**src/rtl/spi_arb_if.sv**
```systemverilog
// Signal bundle between spi_arb, its two clients (A2D, inertial sensor) and the shared SPI_mnrch master.
// The slave modport is the arbiter's view; the master modport is the view of everything around it.
interface spi_arb_if;
  logic        req0, req1;
  logic        lock0, lock1;
  logic        wrt0, wrt1;
  logic [15:0] wt_data0, wt_data1;
  logic        gnt0, gnt1;
  logic        done0, done1;
  logic [15:0] rd_data0, rd_data1;
  logic        m_wrt;
  logic [15:0] m_wt_data;
  logic        m_done;
  logic [15:0] m_rd_data;
  logic        m_SS_n;
  logic        SS_n0, SS_n1;
  logic        hold_viol;
  logic        wdog_err;

  modport slave (
    input  req0, req1, lock0, lock1, wrt0, wrt1, wt_data0, wt_data1,
    input  m_done, m_rd_data, m_SS_n,
    output gnt0, gnt1, done0, done1, rd_data0, rd_data1,
    output m_wrt, m_wt_data, SS_n0, SS_n1, hold_viol, wdog_err
  );

  modport master (
    output req0, req1, lock0, lock1, wrt0, wrt1, wt_data0, wt_data1,
    output m_done, m_rd_data, m_SS_n,
    input  gnt0, gnt1, done0, done1, rd_data0, rd_data1,
    input  m_wrt, m_wt_data, SS_n0, SS_n1, hold_viol, wdog_err
  );
endinterface

```
**src/rtl/spi_arb.sv**
```systemverilog
// Round-robin arbiter sharing one SPI_mnrch master between client 0 (A2D) and client 1 (inertial).
// Optional transaction watchdog enabled by defining SPI_ARB_WDOG_EN.
module spi_arb #(
  parameter int HOLD_MAX = 255,
  parameter int WDOG_CYC = 4095
) (
  input logic     clk,
  input logic     rst_n,
  spi_arb_if.slave bus
);

  localparam int HW = $clog2(HOLD_MAX + 1);

  if (HOLD_MAX < 1 || WDOG_CYC < 1 || WDOG_CYC > 4095) begin : g_param_check
    $error("spi_arb: HOLD_MAX must be >= 1 and WDOG_CYC must fit the 12-bit watchdog");
  end

  typedef enum logic [1:0] {IDLE, GNT, XFER, HOLD} state_t;

  state_t        state;
  logic          owner;
  logic          last;
  logic          gnt0_q, gnt1_q;
  logic          hold_viol_q;
  logic [HW-1:0] hold_cnt;
  logic          req_own, lock_own, wrt_own;
  logic          pick;

  assign req_own  = owner ? bus.req1  : bus.req0;
  assign lock_own = owner ? bus.lock1 : bus.lock0;
  assign wrt_own  = owner ? bus.wrt1  : bus.wrt0;

  // On a tie the client that was not served last wins.
  assign pick = (bus.req0 && bus.req1) ? ~last : bus.req1;

`ifdef SPI_ARB_WDOG_EN
  logic [11:0] wdog_cnt;
  logic        wdog_err_q;

  // Zero whenever outside XFER, so it always starts from 0 on entry.
  always_ff @(posedge clk or negedge rst_n) begin
    if (!rst_n)              wdog_cnt <= '0;
    else if (state != XFER)  wdog_cnt <= '0;
    else                     wdog_cnt <= wdog_cnt + 12'd1;
  end

  assign bus.wdog_err = wdog_err_q;
`else
  assign bus.wdog_err = 1'b0;
`endif

  // NOTE: state and all registered outputs use non-blocking assignments so every
  // register samples the pre-edge values regardless of statement order.
  always_ff @(posedge clk or negedge rst_n) begin
    if (!rst_n) begin
      state       <= IDLE;
      owner       <= 1'b0;
      last        <= 1'b1;
      gnt0_q      <= 1'b0;
      gnt1_q      <= 1'b0;
      hold_cnt    <= '0;
      hold_viol_q <= 1'b0;
`ifdef SPI_ARB_WDOG_EN
      wdog_err_q  <= 1'b0;
`endif
    end else begin
      case (state)
        IDLE: begin
          if (bus.req0 || bus.req1) begin
            owner  <= pick;
            gnt0_q <= ~pick;
            gnt1_q <= pick;
            state  <= GNT;
          end
        end
        GNT: begin
          if (wrt_own) begin
            state <= XFER;
          end else if (!req_own) begin
            state  <= IDLE;
            gnt0_q <= 1'b0;
            gnt1_q <= 1'b0;
          end
        end
        XFER: begin
          if (bus.m_done) begin
            last <= owner;
            if (lock_own) begin
              state    <= HOLD;
              hold_cnt <= '0;
            end else begin
              state  <= IDLE;
              gnt0_q <= 1'b0;
              gnt1_q <= 1'b0;
            end
          end
`ifdef SPI_ARB_WDOG_EN
          else if (wdog_cnt == 12'(WDOG_CYC - 1)) begin
            last       <= owner;
            wdog_err_q <= 1'b1;
            state      <= IDLE;
            gnt0_q     <= 1'b0;
            gnt1_q     <= 1'b0;
          end
`endif
        end
        HOLD: begin
          if (wrt_own) begin
            state <= XFER;
          end else if (!lock_own || !req_own) begin
            state  <= IDLE;
            gnt0_q <= 1'b0;
            gnt1_q <= 1'b0;
          end else if (hold_cnt == HW'(HOLD_MAX - 1)) begin
            hold_viol_q <= 1'b1;
            state       <= IDLE;
            gnt0_q      <= 1'b0;
            gnt1_q      <= 1'b0;
          end else begin
            hold_cnt <= hold_cnt + 1'b1;
          end
        end
        default: state <= IDLE;
      endcase
    end
  end

  assign bus.gnt0      = gnt0_q;
  assign bus.gnt1      = gnt1_q;
  assign bus.hold_viol = hold_viol_q;

  // Master-facing strobes pass straight through so the SPI master sees no added latency.
  assign bus.m_wrt     = ((state == GNT) || (state == HOLD)) && wrt_own;
  assign bus.m_wt_data = gnt1_q ? bus.wt_data1 : bus.wt_data0;
  assign bus.done0     = bus.m_done && (state == XFER) && !owner;
  assign bus.done1     = bus.m_done && (state == XFER) && owner;
  assign bus.rd_data0  = bus.m_rd_data;
  assign bus.rd_data1  = bus.m_rd_data;
  assign bus.SS_n0     = gnt0_q ? bus.m_SS_n : 1'b1;
  assign bus.SS_n1     = gnt1_q ? bus.m_SS_n : 1'b1;

endmodule

```
**src/flat_wrapper.sv**
```systemverilog
// flat-port wrapper written by rule: the top's interface ports become plain ports
module spi_arb_flat 
#(
  parameter int HOLD_MAX = 255,
  parameter int WDOG_CYC = 4095
)
  (clk, rst_n, bus_req0, bus_req1, bus_lock0, bus_lock1, bus_wrt0, bus_wrt1, bus_wt_data0, bus_wt_data1, bus_m_done, bus_m_rd_data, bus_m_SS_n, bus_gnt0, bus_gnt1, bus_done0, bus_done1, bus_rd_data0, bus_rd_data1, bus_m_wrt, bus_m_wt_data, bus_SS_n0, bus_SS_n1, bus_hold_viol, bus_wdog_err);
  spi_arb_if bus_i ();
  input logic clk;
  input logic rst_n;
  input wire logic [$bits(bus_i.req0)-1:0] bus_req0;
  input wire logic [$bits(bus_i.req1)-1:0] bus_req1;
  input wire logic [$bits(bus_i.lock0)-1:0] bus_lock0;
  input wire logic [$bits(bus_i.lock1)-1:0] bus_lock1;
  input wire logic [$bits(bus_i.wrt0)-1:0] bus_wrt0;
  input wire logic [$bits(bus_i.wrt1)-1:0] bus_wrt1;
  input wire logic [$bits(bus_i.wt_data0)-1:0] bus_wt_data0;
  input wire logic [$bits(bus_i.wt_data1)-1:0] bus_wt_data1;
  input wire logic [$bits(bus_i.m_done)-1:0] bus_m_done;
  input wire logic [$bits(bus_i.m_rd_data)-1:0] bus_m_rd_data;
  input wire logic [$bits(bus_i.m_SS_n)-1:0] bus_m_SS_n;
  output wire logic [$bits(bus_i.gnt0)-1:0] bus_gnt0;
  output wire logic [$bits(bus_i.gnt1)-1:0] bus_gnt1;
  output wire logic [$bits(bus_i.done0)-1:0] bus_done0;
  output wire logic [$bits(bus_i.done1)-1:0] bus_done1;
  output wire logic [$bits(bus_i.rd_data0)-1:0] bus_rd_data0;
  output wire logic [$bits(bus_i.rd_data1)-1:0] bus_rd_data1;
  output wire logic [$bits(bus_i.m_wrt)-1:0] bus_m_wrt;
  output wire logic [$bits(bus_i.m_wt_data)-1:0] bus_m_wt_data;
  output wire logic [$bits(bus_i.SS_n0)-1:0] bus_SS_n0;
  output wire logic [$bits(bus_i.SS_n1)-1:0] bus_SS_n1;
  output wire logic [$bits(bus_i.hold_viol)-1:0] bus_hold_viol;
  output wire logic [$bits(bus_i.wdog_err)-1:0] bus_wdog_err;
  assign bus_i.req0 = bus_req0;
  assign bus_i.req1 = bus_req1;
  assign bus_i.lock0 = bus_lock0;
  assign bus_i.lock1 = bus_lock1;
  assign bus_i.wrt0 = bus_wrt0;
  assign bus_i.wrt1 = bus_wrt1;
  assign bus_i.wt_data0 = bus_wt_data0;
  assign bus_i.wt_data1 = bus_wt_data1;
  assign bus_i.m_done = bus_m_done;
  assign bus_i.m_rd_data = bus_m_rd_data;
  assign bus_i.m_SS_n = bus_m_SS_n;
  assign bus_gnt0 = bus_i.gnt0;
  assign bus_gnt1 = bus_i.gnt1;
  assign bus_done0 = bus_i.done0;
  assign bus_done1 = bus_i.done1;
  assign bus_rd_data0 = bus_i.rd_data0;
  assign bus_rd_data1 = bus_i.rd_data1;
  assign bus_m_wrt = bus_i.m_wrt;
  assign bus_m_wt_data = bus_i.m_wt_data;
  assign bus_SS_n0 = bus_i.SS_n0;
  assign bus_SS_n1 = bus_i.SS_n1;
  assign bus_hold_viol = bus_i.hold_viol;
  assign bus_wdog_err = bus_i.wdog_err;
  spi_arb #(.HOLD_MAX(HOLD_MAX), .WDOG_CYC(WDOG_CYC)) u_core (.clk(clk), .rst_n(rst_n), .bus(bus_i));
endmodule
```
**config.mk**
```make
export PLATFORM = sky130hd
export DESIGN_NAME = spi_arb_flat
export DESIGN_NICKNAME = d
export VERILOG_FILES = /design/src/rtl/spi_arb_if.sv /design/src/rtl/spi_arb.sv /design/src/flat_wrapper.sv
export SDC_FILE = /design/constraint.sdc
export NUM_CORES = 1
export LEC_CHECK = 0
export CAP_MARGIN = 10
export CORE_AREA = 2 2 68 70
export CTS_BUF_LIST = sky130_fd_sc_hd__clkbuf_4 sky130_fd_sc_hd__clkbuf_8
export DETAILED_ROUTE_END_ITERATION = 8
export DIE_AREA = 0 0 70 72
export DONT_BUFFER_PORTS = 1
export GPL_TIMING_DRIVEN = 0
export SYNTH_ARGS = -nofsm -noshare
export SYNTH_HDL_FRONTEND = slang
export SYNTH_SLANG_ARGS = --single-unit
```
**constraint.sdc**
```tcl
create_clock -name clk -period 2.1 [get_ports clk]
set_input_delay 0.42 -clock clk [delete_from_list [all_inputs] [get_ports clk]]
set_output_delay 0.42 -clock clk [all_outputs]
set_load 0.02 [all_outputs]
```
==> flow_metrics.tcl <==
set metrics [dict create \
    max_freq_mhz 515 \
    clk_pin_slew_ns 0.06 \
    worst_slew_pin_slew_ns 0.645 \
    vias 1088 \
    r2r-end "u_core.bus.gnt1" \
    critPathCapture "bus_m_wt_data[13]" \
    synth_edf_count 0 \
    vdd_drop_max_uv 440 \
    coreArea_um2 4260 \
    maxSlewHeadroom_pct 56.8 \
    skew_ns 0.00113 \
    start_util_pct 33.7 \
    clockBufferDepth 2 \
    ys_types 45 \
    gp_congestion 0.778 \
    critical_path_buf_inv_count 1 \
    ys_warn_count 0 \
    grt_pass1_wl_um 5140 \
    rsz0062_at_grt "false" \
    worstHoldPathType "in2reg" \
    crit_cells 2 \
    max_stage_delay_ns 0.45 \
    rows 24 \
    drc_errors 0 \
    numCtsBuffers 3 \
    reg2regPathDepth 6 \
    drive_above_1_share_pct 44.2 \
    use_met2_pct 24.4 \
    startpoint_type "register" \
    seqCellArea_um2 377 \
    max_cap_viol_count 0 \
    grt_max_degree 19 \
    worstReg2RegStart "u_core.hold_cnt[0]" \
    multi_input_area_um2 753 \
    routed_wl_um 3480 \
    placed_area_um2 1500 \
    overflow 0 \
    n_fill_cell 431 \
    antenna_found_initial 0 \
    ys.flop_type "dfrtp_1" \
    hold_viol 0 \
    startpoint "u_core.bus.gnt1" \
    r2r_setup_slack_ns 0.22 \
    drt_iter0_markers 34 \
    status "completed" \
    htree_levels 1 \
    fp.dieH_um 72 \
    fp.dieArea_um2 5040 \
    top_usage_layer "met2" \
    vias_per_cell 5.28 \
    crit_path_end_kind "output pin" \
    syn_avg_cell_area_um2 9.66 \
    synthCells 149 \
    critPathSlowestCell "dfrtp_1" \
    post-place-ws_ns 0.108 \
    dp_hpwl_um 2880 \
    fin_area_um2 1570 \
    netlist.area_leader.share_pct 24.3 \
    clock_latency_ns 0.24 \
    slew_violations 0 \
    postCtsSetupRepairBufs 0 \
    fin_nets 215 \
    yosysSeqAreaShare_pct 26.2 \
    synth_area_um2 1440 \
    ant_nets 0 \
    yosys.area.top_type "dfrtp_1" \
    setup_viol_count_final 0 \
    synth_area_leaders "dfrtp_1 (24%), buf_4 (18%), mux2_2 (13%), o22a_1 (3.7%), mux2i_1 (3.5%)" \
    layout_setup_ws_ns 0.157 \
    io_buffers 0 \
    crit_type "reg2out" \
    grt_usage_pct 12.7 \
    worst_path_dominant_cell_family "flip-flops" \
    ys_ff_latch 15 \
    cts_tree "yes" \
    dieWidth_um 70 \
    cp.required_ns 1.68 \
    fin_crit_ns 1.94 \
    synth_nets 209 \
    async_reset_ff_share_pct 100 \
    grt_pass1_vias 1041 \
    drtPass1Iterations 4 \
    cp_cell_sequence "buf_2 -> mux2_2" \
    leakage_nw 0.703 \
    power.density_nw_per_um2 1060 \
    clk_root_buffer_cell "clkbuf_8" \
    arrival_ns 1.52 \
    clock-sinks 15 \
    wl_per_cell_um 16.9 \
    setup_tns_ns 0 \
    crit_fanout 18 \
    antennaDiodeCount 0 \
    ios 115 \
    met1_usage_pct 13.6 \
    area_growth_pct 9.04 \
    finalCritPeriodShare_pct 92.5 \
    gr-usage-met3_pct 4.58 \
]
==> registers in the layout, indices dropped and copies added (netlist names) <==
| name | flops |
|---|---|
| u_core.last | 1 |
| u_core.state | 2 |
| u_core.hold_cnt | 8 |
| u_core.owner | 1 |
| u_core.bus.gnt0 | 1 |
| u_core.bus.hold_viol | 1 |
| u_core.bus.gnt1 | 1 |
==> cells in the mapped netlist, types with 2 or more instances <==
master / n
mux2i_1: 5
o22a_1: 6
nor3_1: 2
ha_1: 2
inv_1: 6
buf_4: 34
dfrtp_1: 14
a21boi_0: 2
a21oi_1: 2
and3_1: 2
o21ai_0: 6
buf_6: 2
nand2_1: 5
nand3_1: 4
nor4_1: 2
nor3b_4: 2
mux2_1: 2
nand2b_1: 3
mux2_2: 16
nor2_1: 7
==> layout by cell type (no fill, tap or decap), drive strengths merged, types with 2 or more instances in the layout <==
cell          n
o21ai         7
nor3          2
o211ai        2
nand2b        3
nand2         5
o22a          6
ha            2
mux2         18
nor3b         3
inv           6
nor4          2
nand3         4
clkbuf        4
mux2i         5
dfrtp        14
a21boi        2
and3          2
a21oi         2
dlygate4sd3   2
buf          37
nor2          7
==> report_power, final <==
group          total (mW)  internal [mW]  switching, mW
clock               0.242          0.147         0.0952
sequential          0.462          0.374         0.0877
combinational       0.960          0.407          0.553
==> through the flow <==
step	hold slack [ns]	instances	power [mW]	util, %
2_1_floorplan	0.124	149	1.29	-
3_5_place_dp	0.125	201	1.42	35.3
3_3_place_gp	0.125	201	1.40	35.3
5_1_grt	0.324	206	1.78	36.8
6_report	0.315	206	1.66	36.8
4_1_cts	0.00757	205	1.68	36.6
==> kinds of logic after synthesis <==
group	Yosys count	synth area share [%]
AO/OA/AOI/OAI	30	17.7
adder cells (fa/ha/maj)	2	1.74
buffers and inverters	44	21.5
flip-flops	15	26.2
multiplexers	23	17.6
other	1	0.261
AND/OR/NAND/NOR	34	15.0
==> how the worst min path moves through the flow <==
stage | endpoint | depth (start not counted) | slack, ns | start
6_report | u_core.owner | 2 | 0.32 | bus_req1
5_1_grt | u_core.owner | 2 | 0.32 | bus_req1
3_5_place_dp | u_core.hold_cnt[6] | 0 | 0.12 | rst_n
2_1_floorplan | u_core.bus.gnt0 | 0 | 0.12 | rst_n
3_3_place_gp | u_core.hold_cnt[5] | 0 | 0.12 | rst_n
4_1_cts | u_core.last | 0 | 0.008 | rst_n
==> layout make-up <==
| type | instances | share of cell area, % |
|---|---|---|
| sequential | 15 | 24.0 |
| timing repair buffer | 2 | 1.28 |
| buffer | 37 | 18.0 |
| multi-input combinational | 90 | 48.0 |
| inverter | 6 | 1.44 |
| tap | 52 | 4.15 |
| clock buffer | 4 | 3.11 |
==> per-layer routing <==
metal	share of wire, %	wire length [um]
met1	35	1210
met4	0.49	17
met2	56	1940
met3	8.9	311
met5	0	0
==> what timing repair did <==
action                     in CTS  in global routing
setup endpoints to repair       8                  0
gates resized for setup         0                  0
hold endpoints to repair       14                  1
hold buffers                    1                  1
(Power assumes the default switching activity.)
